===== src/rtl/mem_arbiter_pkg.sv =====
// mem_arbiter_pkg: shared state, grant and sizing constants
// for the icache/dcache to main-memory arbiter.
package mem_arbiter_pkg;

  typedef enum logic [2:0] {
    ST_IDLE,
    ST_I_FILL,
    ST_D_RD,
    ST_D_WR,
    ST_I_RESP,
    ST_D_RESP
  } state_t;

  typedef enum logic {
    GNT_I = 1'b0,
    GNT_D = 1'b1
  } gnt_t;

  localparam int BEATS_PER_IBLOCK = 4;
  localparam int DATA_BASE_DEF    = 256;

endpackage


===== src/rtl/mem_arbiter_if.sv =====
// mem_arbiter_if: 32-bit busywait-handshaked main-memory port.
// master = arbiter side, slave = memory side.
interface mem_arbiter_if #(
  parameter int MEM_AW = 9
) ();

  logic              mem_read;
  logic              mem_write;
  logic [MEM_AW-1:0] mem_address;
  logic [31:0]       mem_writedata;
  logic [31:0]       mem_readdata;
  logic              mem_busywait;

  modport master (
    output mem_read,
    output mem_write,
    output mem_address,
    output mem_writedata,
    input  mem_readdata,
    input  mem_busywait
  );

  modport slave (
    input  mem_read,
    input  mem_write,
    input  mem_address,
    input  mem_writedata,
    output mem_readdata,
    output mem_busywait
  );

endinterface


===== src/rtl/mem_beat_ctrl.sv =====
// mem_beat_ctrl: drives one memory strobe per beat and flags
// completion once busywait has been seen high then low.
module mem_beat_ctrl (
  input  logic CLK,
  input  logic RESET,
  input  logic req,
  input  logic wr,
  input  logic mem_busywait,
  output logic mem_read,
  output logic mem_write,
  output logic beat_done
);

  logic busy_seen;
  logic active;

  assign active    = mem_read | mem_write;
  assign beat_done = active & busy_seen & ~mem_busywait;

  always_ff @(posedge CLK or posedge RESET) begin
    if (RESET) begin
      mem_read  <= 1'b0;
      mem_write <= 1'b0;
      busy_seen <= 1'b0;
    end else if (active) begin
      // low busywait before any busy cycle is not a completion
      if (mem_busywait) begin
        busy_seen <= 1'b1;
      end else if (busy_seen) begin
        mem_read  <= 1'b0;
        mem_write <= 1'b0;
        busy_seen <= 1'b0;
      end
    end else if (req) begin
      mem_read  <= ~wr;
      mem_write <= wr;
      busy_seen <= 1'b0;
    end
  end

endmodule


===== src/rtl/mem_arbiter.sv =====
// mem_arbiter: serialises icache 4-beat refills and dcache reads/write-backs
// onto one memory port. Define ARB_RR_EN for round-robin arbitration.
module mem_arbiter
  import mem_arbiter_pkg::*;
#(
  parameter int MEM_AW    = 9,
  parameter int DATA_BASE = DATA_BASE_DEF
) (
  input  logic          CLK,
  input  logic          RESET,
  input  logic          i_memread,
  input  logic [5:0]    i_memaddress,
  output logic [127:0]  i_memreaddata,
  output logic          i_membusywait,
  input  logic          d_memread,
  input  logic          d_memwrite,
  input  logic [5:0]    d_memaddress,
  input  logic [31:0]   d_memwritedata,
  output logic [31:0]   d_memreaddata,
  output logic          d_membusywait,
  mem_arbiter_if.master mem
);

`ifdef ARB_RR_EN
  localparam bit RR_EN = 1'b1;
`else
  localparam bit RR_EN = 1'b0;
`endif

  localparam logic [1:0] BEAT_LAST = 2'(BEATS_PER_IBLOCK - 1);

  state_t            state;
  gnt_t              grant_last;
  logic [1:0]        beat;
  logic [MEM_AW-1:0] addr_q;
  logic [31:0]       wdata_q;

  logic              d_req;
  logic              i_req;
  logic              pick_i;
  logic              pick_d;
  logic              beat_req;
  logic              beat_wr;
  logic              beat_done;
  logic              rd_s;
  logic              wr_s;
  logic [MEM_AW-1:0] d_addr;
  logic [MEM_AW-1:0] i_addr;

  assign d_req = d_memread | d_memwrite;
  assign i_req = i_memread;

  // dcache wins unless round-robin says it was served last
  assign pick_i = i_req &
    (~d_req | (RR_EN & (grant_last == GNT_D)));
  assign pick_d = d_req & ~pick_i;

  assign d_addr = MEM_AW'(DATA_BASE)
                + MEM_AW'(d_memaddress);
  assign i_addr = MEM_AW'({i_memaddress, 2'b00});

  assign beat_req =
    ((state == ST_IDLE) & (d_req | i_req)) |
    (state == ST_I_FILL);
  assign beat_wr =
    (state == ST_IDLE) & pick_d & d_memwrite;

  assign i_membusywait = ~RESET & i_memread
                       & (state != ST_I_RESP);
  assign d_membusywait = ~RESET & d_req
                       & (state != ST_D_RESP);

  assign mem.mem_read      = rd_s;
  assign mem.mem_write     = wr_s;
  assign mem.mem_address   = addr_q;
  assign mem.mem_writedata = wdata_q;

  mem_beat_ctrl u_beat (
    .CLK          (CLK),
    .RESET        (RESET),
    .req          (beat_req),
    .wr           (beat_wr),
    .mem_busywait (mem.mem_busywait),
    .mem_read     (rd_s),
    .mem_write    (wr_s),
    .beat_done    (beat_done)
  );

  always_ff @(posedge CLK or posedge RESET) begin
    if (RESET) begin
      state         <= ST_IDLE;
      grant_last    <= GNT_D;
      beat          <= '0;
      addr_q        <= '0;
      wdata_q       <= '0;
      i_memreaddata <= '0;
      d_memreaddata <= '0;
    end else begin
      unique case (state)
        ST_IDLE: begin
          beat <= '0;
          if (pick_d) begin
            addr_q  <= d_addr;
            wdata_q <= d_memwritedata;
            state   <= d_memwrite ? ST_D_WR : ST_D_RD;
          end else if (pick_i) begin
            addr_q <= i_addr;
            state  <= ST_I_FILL;
          end
        end
        ST_I_FILL: begin
          if (beat_done) begin
            i_memreaddata[{beat, 5'd0} +: 32]
              <= mem.mem_readdata;
            if (beat == BEAT_LAST) begin
              state <= ST_I_RESP;
            end else begin
              beat   <= beat + 2'd1;
              addr_q <= addr_q + MEM_AW'(1);
            end
          end
        end
        ST_D_RD: begin
          if (beat_done) begin
            d_memreaddata <= mem.mem_readdata;
            state         <= ST_D_RESP;
          end
        end
        ST_D_WR: begin
          if (beat_done) state <= ST_D_RESP;
        end
        ST_I_RESP: begin
          grant_last <= GNT_I;
          state      <= ST_IDLE;
        end
        ST_D_RESP: begin
          grant_last <= GNT_D;
          state      <= ST_IDLE;
        end
        default: state <= ST_IDLE;
      endcase
    end
  end

endmodule


===== src/flat_wrapper.sv =====
// flat-port wrapper written by rule: the top's interface ports become plain ports
module mem_arbiter_flat import mem_arbiter_pkg::*;
#(
  parameter int MEM_AW    = 9,
  parameter int DATA_BASE = DATA_BASE_DEF
)
  (CLK, RESET, i_memread, i_memaddress, i_memreaddata, i_membusywait, d_memread, d_memwrite, d_memaddress, d_memwritedata, d_memreaddata, d_membusywait, mem_mem_read, mem_mem_write, mem_mem_address, mem_mem_writedata, mem_mem_readdata, mem_mem_busywait);
  mem_arbiter_if #(.MEM_AW(MEM_AW)) mem_i ();
  input  logic CLK;
  input  logic RESET;
  input  logic i_memread;
  input  logic [5:0] i_memaddress;
  output logic [127:0] i_memreaddata;
  output logic i_membusywait;
  input  logic d_memread;
  input  logic d_memwrite;
  input  logic [5:0] d_memaddress;
  input  logic [31:0] d_memwritedata;
  output logic [31:0] d_memreaddata;
  output logic d_membusywait;
  output wire logic [$bits(mem_i.mem_read)-1:0] mem_mem_read;
  output wire logic [$bits(mem_i.mem_write)-1:0] mem_mem_write;
  output wire logic [$bits(mem_i.mem_address)-1:0] mem_mem_address;
  output wire logic [$bits(mem_i.mem_writedata)-1:0] mem_mem_writedata;
  input wire logic [$bits(mem_i.mem_readdata)-1:0] mem_mem_readdata;
  input wire logic [$bits(mem_i.mem_busywait)-1:0] mem_mem_busywait;
  assign mem_mem_read = mem_i.mem_read;
  assign mem_mem_write = mem_i.mem_write;
  assign mem_mem_address = mem_i.mem_address;
  assign mem_mem_writedata = mem_i.mem_writedata;
  assign mem_i.mem_readdata = mem_mem_readdata;
  assign mem_i.mem_busywait = mem_mem_busywait;
  mem_arbiter #(.MEM_AW(MEM_AW), .DATA_BASE(DATA_BASE)) u_core (.CLK(CLK), .RESET(RESET), .i_memread(i_memread), .i_memaddress(i_memaddress), .i_memreaddata(i_memreaddata), .i_membusywait(i_membusywait), .d_memread(d_memread), .d_memwrite(d_memwrite), .d_memaddress(d_memaddress), .d_memwritedata(d_memwritedata), .d_memreaddata(d_memreaddata), .d_membusywait(d_membusywait), .mem(mem_i));
endmodule

===== config.mk =====
export PLATFORM = sky130hd
export DESIGN_NAME = mem_arbiter_flat
export DESIGN_NICKNAME = d
export VERILOG_FILES = /design/src/rtl/mem_arbiter_pkg.sv /design/src/rtl/mem_arbiter_if.sv /design/src/rtl/mem_beat_ctrl.sv /design/src/rtl/mem_arbiter.sv /design/src/flat_wrapper.sv
export SDC_FILE = /design/constraint.sdc
export NUM_CORES = 1
export LEC_CHECK = 0
export ABC_AREA = 1
export CAP_MARGIN = 20
export CORE_MARGIN = 1
export CORE_UTILIZATION = 46
export DETAILED_ROUTE_END_ITERATION = 8
export GPL_TIMING_DRIVEN = 1
export PLACE_DENSITY = 0.8
export REMOVE_ABC_BUFFERS = 1
export SYNTH_ARGS = -nofsm -noshare
export SYNTH_HDL_FRONTEND = slang
export SYNTH_SLANG_ARGS = --single-unit

===== constraint.sdc =====
create_clock -name CLK -period 9.2 [get_ports CLK]
set_clock_uncertainty 0.15 [all_clocks]
set_input_delay 2.3 -clock CLK [delete_from_list [all_inputs] [get_ports CLK]]
set_output_delay 2.3 -clock CLK [all_outputs]
set_load 0.1 [all_outputs]

# [Yosys cells after proc, flatten, opt, wreduce, memory -nomap -nowiden]
# Cells that the tools add are included.
[op_classes] n_bitwise=20 eq_ne=13 add_sub_neg=4 reduce_logical=11 n_shift=2 muxes=25
[ops] cell="$bwmux W128" n=1
[ops] cell="$shift A32 B9 Y128 const A" n=1
[ops] cell="$shiftx A32 B9 Y128" n=1
[ops] cell="$mux W9" n=4
[ops] cell="$pmux W9 S2" n=1
[ops] cell="$mux W3" n=5
[ops] cell="$and A1 B1 Y1" n=11
[ops] cell="$mux W1" n=10
[ops] cell="$add A9 B1 Y9 const B" n=1
[ops] cell="$add A9 B6 Y9 const A" n=1
[ops] cell="$neg A7 Y9" n=1
[ops] cell="$pmux W3 S3" n=1
[ops] cell="$ne A2 B2 Y1 const B" n=4
[ops] cell="$reduce_and A4 Y1" n=2
[ops] cell="$eq A3 B2 Y1 const B" n=2
[ops] cell="$ne A3 B3 Y1 const B" n=2
[ops] cell="$reduce_and A2 Y1" n=3
[ops] cell="$reduce_and A3 Y1" n=2
[ops] cell="$not A1 Y1" n=5
[ops] cell="$mux W2" n=2
[ops] cell="$ne A2 B1 Y1 const B" n=2
[ops] cell="$or A1 B1 Y1" n=4
[ops] cell="$pmux W2 S2" n=1
[ops] cell="$reduce_bool A2 Y1" n=2
[ops] cell="other kinds (6)" n=6
[totals] output_inout_bits=205 input_bits=82 reg_bits=209

# [Longest topological paths before layout]
# Gate-level depths: netlist (run 1).
[logic_depth] ltp_word=10 mapped_depth=10 mapped_depth_nobuf=10

# [Hierarchy]
# Synthesis (run 1) repeated with hierarchy kept, for this count alone.
[unflattened] hier_cells=955 hier_area_um2=9316.4
[by_module_without_submodules] module="mem_arbiter" cells_per_inst=936 n_inst=1 seq_area_each_um2=5154.9 area_per_inst_um2=9173.8
[by_module_without_submodules] module="mem_beat_ctrl" cells_per_inst=19 n_inst=1 seq_area_each_um2=75.1 area_per_inst_um2=142.6

# [Worst setup path before layout (run 1)]
# OpenSTA, ideal clock, no wires.
[synth_timing] path_kind="input-to-output" start="input port d_memread" end="output port d_membusywait" t_required_ps=6750 path_buffers=0 cell_stages=2 slack_ps=2083 arrival_time_ps=4667 path_cell_list="nor2_2 > a311oi_1"
[synth_between] elab_chain_len=3
[synth_lines] item="from (decl)" line_no="flat_wrapper.sv:15" text="input logic d_memread;"
[synth_lines] item="$or A1 B1 Y1" line_no="mem_arbiter.sv:50" text="assign d_req = d_memread | d_memwrite;"
[synth_lines] item="$and A1 B1 Y1" line_no="mem_arbiter.sv:70" text="assign d_membusywait = ~RESET & d_req"
[synth_lines] item="$and A1 B1 Y1" line_no="mem_arbiter.sv:71" text="& (state != ST_D_RESP);"
[synth_lines] item="to (decl)" line_no="flat_wrapper.sv:20" text="output logic d_membusywait;"
# Every way passes these cells.

# [Worst setup path in the final report (run 1)]
[layout_timing] start="input port d_memwrite" end="output port d_membusywait"
[layout_between] elab_chain_len=3
[layout_lines] item="from (decl)" line_no="flat_wrapper.sv:16" text="input logic d_memwrite;"
[layout_lines] item="$or A1 B1 Y1" line_no="mem_arbiter.sv:50"
[layout_lines] item="$and A1 B1 Y1" line_no="mem_arbiter.sv:70"
[layout_lines] item="$and A1 B1 Y1" line_no="mem_arbiter.sv:71"
# Every way passes these cells.

==> results.py, run 1 <==
metrics = {
    "outcome": {
        "status": "finished clean",
    },
    "power_and_ir_drop": {
        "p_comb_share_pct": 56.4,
        "p_int_mw": 2.302,
        "power_frac_seq_pct": 26.4,
        "switching_share_pct": 54.06,
        "leakagePower_nw": 6.353,
        "powerDensity_nw_per_um2": 389.0,
        "netSwitchingPower_mw": 2.709,
        "vdd.ir_drop.worst_uv": 414.4,
        "clkPwrFrac_pct": 17.2,
    },
    "critical_path": {
        "end_kind": "output port",
        "required_ps": 6750,
        "path_max_fanout": 9,
        "worstReg2RegStart": "u_core.state[0]",
        "worstSetupPathType": "in2out",
        "cp.arrival_ps": 4380,
        "reg2reg_to": "u_core.i_memreaddata[125]",
        "startpoint_type": "primary input",
        "ff2ff_setup_slack_ps": 6110,
        "rr_worst_depth": 6,
    },
    "hold_path": {
        "holdPathStages": 2,
        "hold_end": "u_core.d_memreaddata[1]",
        "hp-start": "u_core.d_memreaddata[1]",
        "hold_path_class": "reg2reg",
    },
    "cts": {
        "htreeDepth": 1,
        "cts.path.max_buffers": 3,
        "post_cts_resized": 0,
        "post_cts_buffers": 0,
        "clock_latency_ps": 490,
        "clk_pin_slew_ps": 60,
        "cts_hold_buf": 0,
        "ctsRootBufferMaster": "clkbuf_16",
        "cts_buffers": 23,
        "clkSinkCount": 209,
        "cts_tree": "built",
    },
    "synth": {
        "synthArstFlopShare_pct": 100.0,
        "synth_top_area_share_pct": 56.15,
        "synth_area_leaders": "dfrtp_1 (56%), nand2_1 (9.8%), nand3_1 (8.1%), o21ai_1 (6.8%), mux2_4 (3.2%)",
        "synth.most_common_cell": "nand2_1",
        "avgSynthCellArea_sq_um": 9.323,
        "seq_area_frac_synth_pct": 56.15,
        "syn-cell-area_sq_um": 9314,
        "synth.ff_latch_count": 209,
        "synth_area_leader_cell": "dfrtp_1",
        "synth_ff_type": "dfrtp_1",
        "ys_top_cells_by_count": "nand2_1 (242), dfrtp_1 (209), nand3_1 (150), o21ai_1 (126), inv_1 (52)",
        "syn_inst": 999,
        "ys_warn_count": 0,
        "synth-edff-count": 0,
        "synth_cell_types": 34,
    },
    "grt": {
        "grt_overflow": 0,
        "antenna_found_initial": 0,
        "grt.total_usage_pct": 28.12,
        "grt_pass1_wl_mm": 44.75,
        "grt_pass1_vias": 8091,
        "grt_max_degree": 142,
    },
    "routing": {
        "viasPerCell": 5.413,
        "wirelength_mm": 29.10,
        "wl_per_cell_um": 18.98,
        "vias": 8298,
        "drc": 0,
        "ant_nets": 0,
        "drt_iter0_markers": 528,
        "drt-pass1-iter-count": 5,
    },
    "floorplanning": {
        "die_h_um": 144.3,
        "core_sq_um": 19650,
        "dieArea_sq_um": 20820,
        "num_rows": 51,
        "ioPinCount": 287,
        "die_w_um": 144.3,
        "start_util_pct": 47.39,
    },
    "finish": {
        "multi_input_area_sq_um": 3443,
        "diodes": 0,
        "nNetsFinal": 1344,
        "areaGrowthSynthToFinish_pct": 38.29,
        "final-seq-area_sq_um": 5230,
        "nFillCells": 1567,
        "layout.cells.non_filler": 1533,
        "drive_gt1_share_pct": 7.413,
    },
    "timing": {
        "worstMarginPinSlew_ps": 1059,
        "max_freq_ghz": 0.1465,
        "setup_tns_ps": 0,
        "slew_headroom_pct": 29.20,
        "slew_viol_final": 0,
        "post-route-period-util_pct": 74.20,
        "final.min_clock_period_ps": 6826,
        "hold_viol_final": 0,
        "rsz0062_at_grt": "no",
        "setup_viol": 0,
    },
    "place": {
        "dp_cells": 1494,
        "place.gp.congestion": 0.8737,
        "hpwl_mm": 19.23,
        "port_buffers": 286,
    },
    "flow_run": {
        "drv_cap": 0,
    },
}
==> layout by cell type (no fill, tap or decap), drive strengths merged, types with 9 or more instances in the layout <==
| cell | instances |
|---|---|
| nand3 | 152 |
| dfrtp | 209 |
| inv | 59 |
| nand2 | 247 |
| nor2 | 52 |
| mux2 | 32 |
| buf | 9 |
| o21ai | 166 |
| clkbuf | 35 |
| clkdlybuf4s50 | 286 |
==> through the flow <==
stage | power (mW) | setup slack [ps] | hold slack (ps) | util [%] | area, sq um
after floorplan | 3.442 | 1041 | 374.2 | - | 8881
after global placement | 4.117 | 2430 | 304.5 | 61.87 | 12160
after detailed placement | 4.156 | 2385 | 309.4 | 61.87 | 12160
after CTS | 5.037 | 2360 | 324.1 | 65.43 | 12860
after global routing | 5.195 | 2274 | 342.4 | 65.53 | 12880
final | 5.011 | 2374 | 323.3 | 65.53 | 12880
==> area by class of cell <==
class / instances / share of cell area (%)
sequential: 209 / 40.61
multi-input combinational: 667 / 26.73
clock inverter: 3 / 0.1554
timing repair buffer: 295 / 22.85
clock buffer: 35 / 5.285
tap: 265 / 2.574
inverter: 59 / 1.797
==> state kept, by name, summed over array words and instances (netlist names) <==
signal,flops
u_core.beat,2
u_core.d_memreaddata,32
u_core.i_memreaddata,128
u_core.mem.mem_address,9
u_core.mem.mem_writedata,32
u_core.state,3
u_core.u_beat.busy_seen,1
u_core.u_beat.mem_read,1
u_core.u_beat.mem_write,1
==> worst max-delay path by stage <==
stage	from	endpoint	slack (ps)	cells past startpoint
after floorplan	RESET	u_core.beat[0]	1040	1
after CTS	d_memwrite	d_membusywait	2360	4
after detailed placement	d_memwrite	d_membusywait	2390	4
final	d_memwrite	d_membusywait	2370	4
after global placement	d_memwrite	d_membusywait	2430	4
after global routing	d_memwrite	d_membusywait	2270	4
==> routing by layer <==
metal | global-route usage, % | up-vias | wire [um]
met1 | 33.67 | 4012 | 10700
met3 | 8.046 | 46 | 3108
met4 | 9.474 | 0 | 785
li1 | - | 3826 | -
met2 | 48.38 | 414 | 14500
met5 | 0 | - | 0
==> cell families after synthesis <==
group           after synthesis  share of synthesized area [%]
simple gates                454                          21.63
flops                       209                          56.15
compound gates              173                          9.457
buf+inv                     123                          7.053
mux                          32                          4.675
fa+ha+maj                     7                         0.9403
xor+xnor                      1                        0.09405
==> power by group through the flow <==
stage	registers (mW)	logic [mW]	clock network, mW
global placement	1.32	2.80	0
CTS	1.32	2.84	0.879
detailed placement	1.33	2.83	0
global route	1.35	2.93	0.913
finish	1.32	2.83	0.860
floorplan	2.94	0.501	0
==> worst max-delay path: stages <==
cell	delay, ps
clkdlybuf4s50_1	540
nor2_2	110
a311oi_1	250
clkdlybuf4s50_1	1190
No activity file was read; power rests on OpenSTA's default activity.
==> inputs of run 2 (changes only) <==
==> constraint.sdc (replaced) <==
create_clock -name CLK -period 6.4 [get_ports CLK]
set_clock_uncertainty 0.15 [all_clocks]
set_input_delay 1.6 -clock CLK [delete_from_list [all_inputs] [get_ports CLK]]
set_output_delay 1.6 -clock CLK [all_outputs]
set_load 0.1 [all_outputs]
==> results.py, run 2 (same netlist as run 1, synthesis figures left out) <==
metrics = {
    "power_and_ir_drop": {
        "netSwitchingPower_mw": 3.906,
        "switching_share_pct": 53.57,
        "vdd.ir_drop.worst_uv": 508.6,
        "power_frac_seq_pct": 26.1,
        "p_int_mw": 3.385,
        "clkPwrFrac_pct": 18.3,
        "leakagePower_nw": 6.403,
        "powerDensity_nw_per_um2": 562.1,
        "p_comb_share_pct": 55.7,
    },
    "floorplanning": {
        "num_rows": 51,
        "start_util_pct": 47.39,
        "core_sq_um": 19650,
        "die_h_um": 144.3,
        "ioPinCount": 287,
        "die_w_um": 144.3,
        "dieArea_sq_um": 20820,
    },
    "grt": {
        "grt_pass1_wl_mm": 44.54,
        "grt_pass1_vias": 8154,
        "antenna_found_initial": 0,
        "grt.total_usage_pct": 27.89,
        "grt_overflow": 0,
        "grt_max_degree": 149,
    },
    "finish": {
        "nNetsFinal": 1346,
        "layout.cells.non_filler": 1538,
        "layout_commonest_cell": "clkdlybuf4s50_1",
        "diodes": 0,
        "top_register": "u_core.i_memreaddata",
        "mostFrequentLayoutCells": "clkdlybuf4s50_1 (284), nand2_1 (242), dfrtp_1 (209)",
        "drive_gt1_share_pct": 7.934,
        "fin_area_sq_um": 12970,
        "nFillCells": 1541,
        "largest_register_ffs": 128,
        "areaGrowthSynthToFinish_pct": 39.25,
    },
    "critical_path": {
        "rr_worst_depth": 6,
        "startpoint_type": "primary input",
        "cpLargestDelayFamily": "buffers and inverters",
        "required_ps": 4650,
        "path_max_fanout": 3,
        "cp.arrival_ps": 2840,
        "end_kind": "output port",
        "crit_slowest_cell": "clkdlybuf4s50_1",
        "critPathLaunch": "RESET",
        "reg2reg_to": "u_core.i_memreaddata[31]",
        "critPathBufInv": 2,
        "ff2ff_setup_slack_ps": 3300,
        "max_stage_delay_ps": 530,
        "worstSetupPathType": "in2out",
        "crit_chain": "clkdlybuf4s50_1 -> a211oi_1 -> buf_4",
        "worstReg2RegStart": "u_core.state[0]",
    },
    "cts": {
        "clk_pin_slew_ps": 60,
        "htreeDepth": 1,
        "clock_latency_ps": 500,
        "ctsRootBufferMaster": "clkbuf_16",
        "clkSinkCount": 209,
        "cts_hold_buf": 0,
        "cts_buffers": 23,
        "post_cts_buffers": 0,
        "post_cts_resized": 0,
        "cts.path.max_buffers": 3,
        "cts_tree": "built",
    },
    "routing": {
        "drt-pass1-iter-count": 7,
        "wl_per_cell_um": 18.70,
        "wirelength_mm": 28.75,
        "ant_nets": 0,
        "viasPerCell": 5.395,
        "vias": 8298,
        "drt_iter0_markers": 554,
        "drc": 0,
    },
    "place": {
        "port_buffers": 286,
        "dp_cells": 1495,
        "place.gp.congestion": 0.8507,
        "place_area_sq_um": 12160,
        "hpwl_mm": 18.94,
    },
    "timing": {
        "max_freq_ghz": 0.2179,
        "slew_viol_final": 0,
        "rsz0062_at_grt": "no",
        "worstMarginPinSlew_ps": 1064,
        "slew_headroom_pct": 28.87,
        "post-route-period-util_pct": 71.71,
        "setup_viol": 0,
        "final.min_clock_period_ps": 4590,
        "hold_viol_final": 0,
        "setup_tns_ps": 0,
    },
    "flow_run": {
        "drv_cap": 0,
    },
    "hold_path": {
        "hold_path_class": "reg2reg",
        "hold_end": "u_core.d_memreaddata[2]",
        "holdPathStages": 2,
        "hp-start": "u_core.d_memreaddata[2]",
    },
    "outcome": {
        "status": "finished clean",
    },
}
==> run 2: worst max-delay path by stage <==
stage                                end  slack (ps)  cells past startpoint
final                      i_membusywait        1810                      3
after global routing       d_membusywait        1690                      4
after CTS                  i_membusywait        1800                      3
after detailed placement   i_membusywait        1820                      3
after global placement     d_membusywait        1870                      4
after floorplan           u_core.beat[0]       -1060                      1
==> run 2: worst reg2reg max path, stage by stage, from the launching register on <==
cell	delay, ps
dfrtp_1	530
nand3_4	230
inv_2	290
nand2_8	460
nor2_4	1090
nand3_1	170
nand2_1	110
==> run 2: area by class of cell <==
cell class | count | area [sq um] | area share, %
Multi-Input combinational cell | 667 | 3443 | 26.55
Inverter | 59 | 231.5 | 1.785
Clock buffer | 34 | 666.9 | 5.142
Timing Repair Buffer | 297 | 2973 | 22.92
Sequential cell | 209 | 5230 | 40.32
Tap cell | 265 | 331.6 | 2.556
Clock inverter | 7 | 93.84 | 0.7235
==> run 2: per-stage QoR <==
| step | util (%) | power, mW | hold slack [ps] | setup WS, ps |
|---|---|---|---|---|
| 4_1_cts | 65.75 | 7.317 | 324.2 | 1804 |
| 3_5_place_dp | 61.88 | 5.966 | 308.2 | 1821 |
| 3_3_place_gp | 61.88 | 5.920 | 305.6 | 1867 |
| 2_1_floorplan | - | 4.947 | 374.2 | -1059 |
| 6_report | 65.99 | 7.291 | 320.5 | 1810 |
| 5_1_grt | 65.99 | 7.551 | 332.3 | 1687 |
==> run 2: per-layer routing <==
layer,share of wire (%),GRT usage (%)
met5,0,0
met4,2.6,8.532
met3,11,8.046
met2,48,46.96
met1,38,34.56
==> run 2: power groups by stage <==
| stage | sequential (mW) | clock, mW | combinational [mW] |
|---|---|---|---|
| after floorplan | 4.23 | 0 | 0.720 |
| after global placement | 1.90 | 0 | 4.02 |
| after detailed placement | 1.91 | 0 | 4.06 |
| after CTS | 1.90 | 1.35 | 4.07 |
| after global routing | 1.94 | 1.40 | 4.21 |
| final | 1.90 | 1.33 | 4.06 |
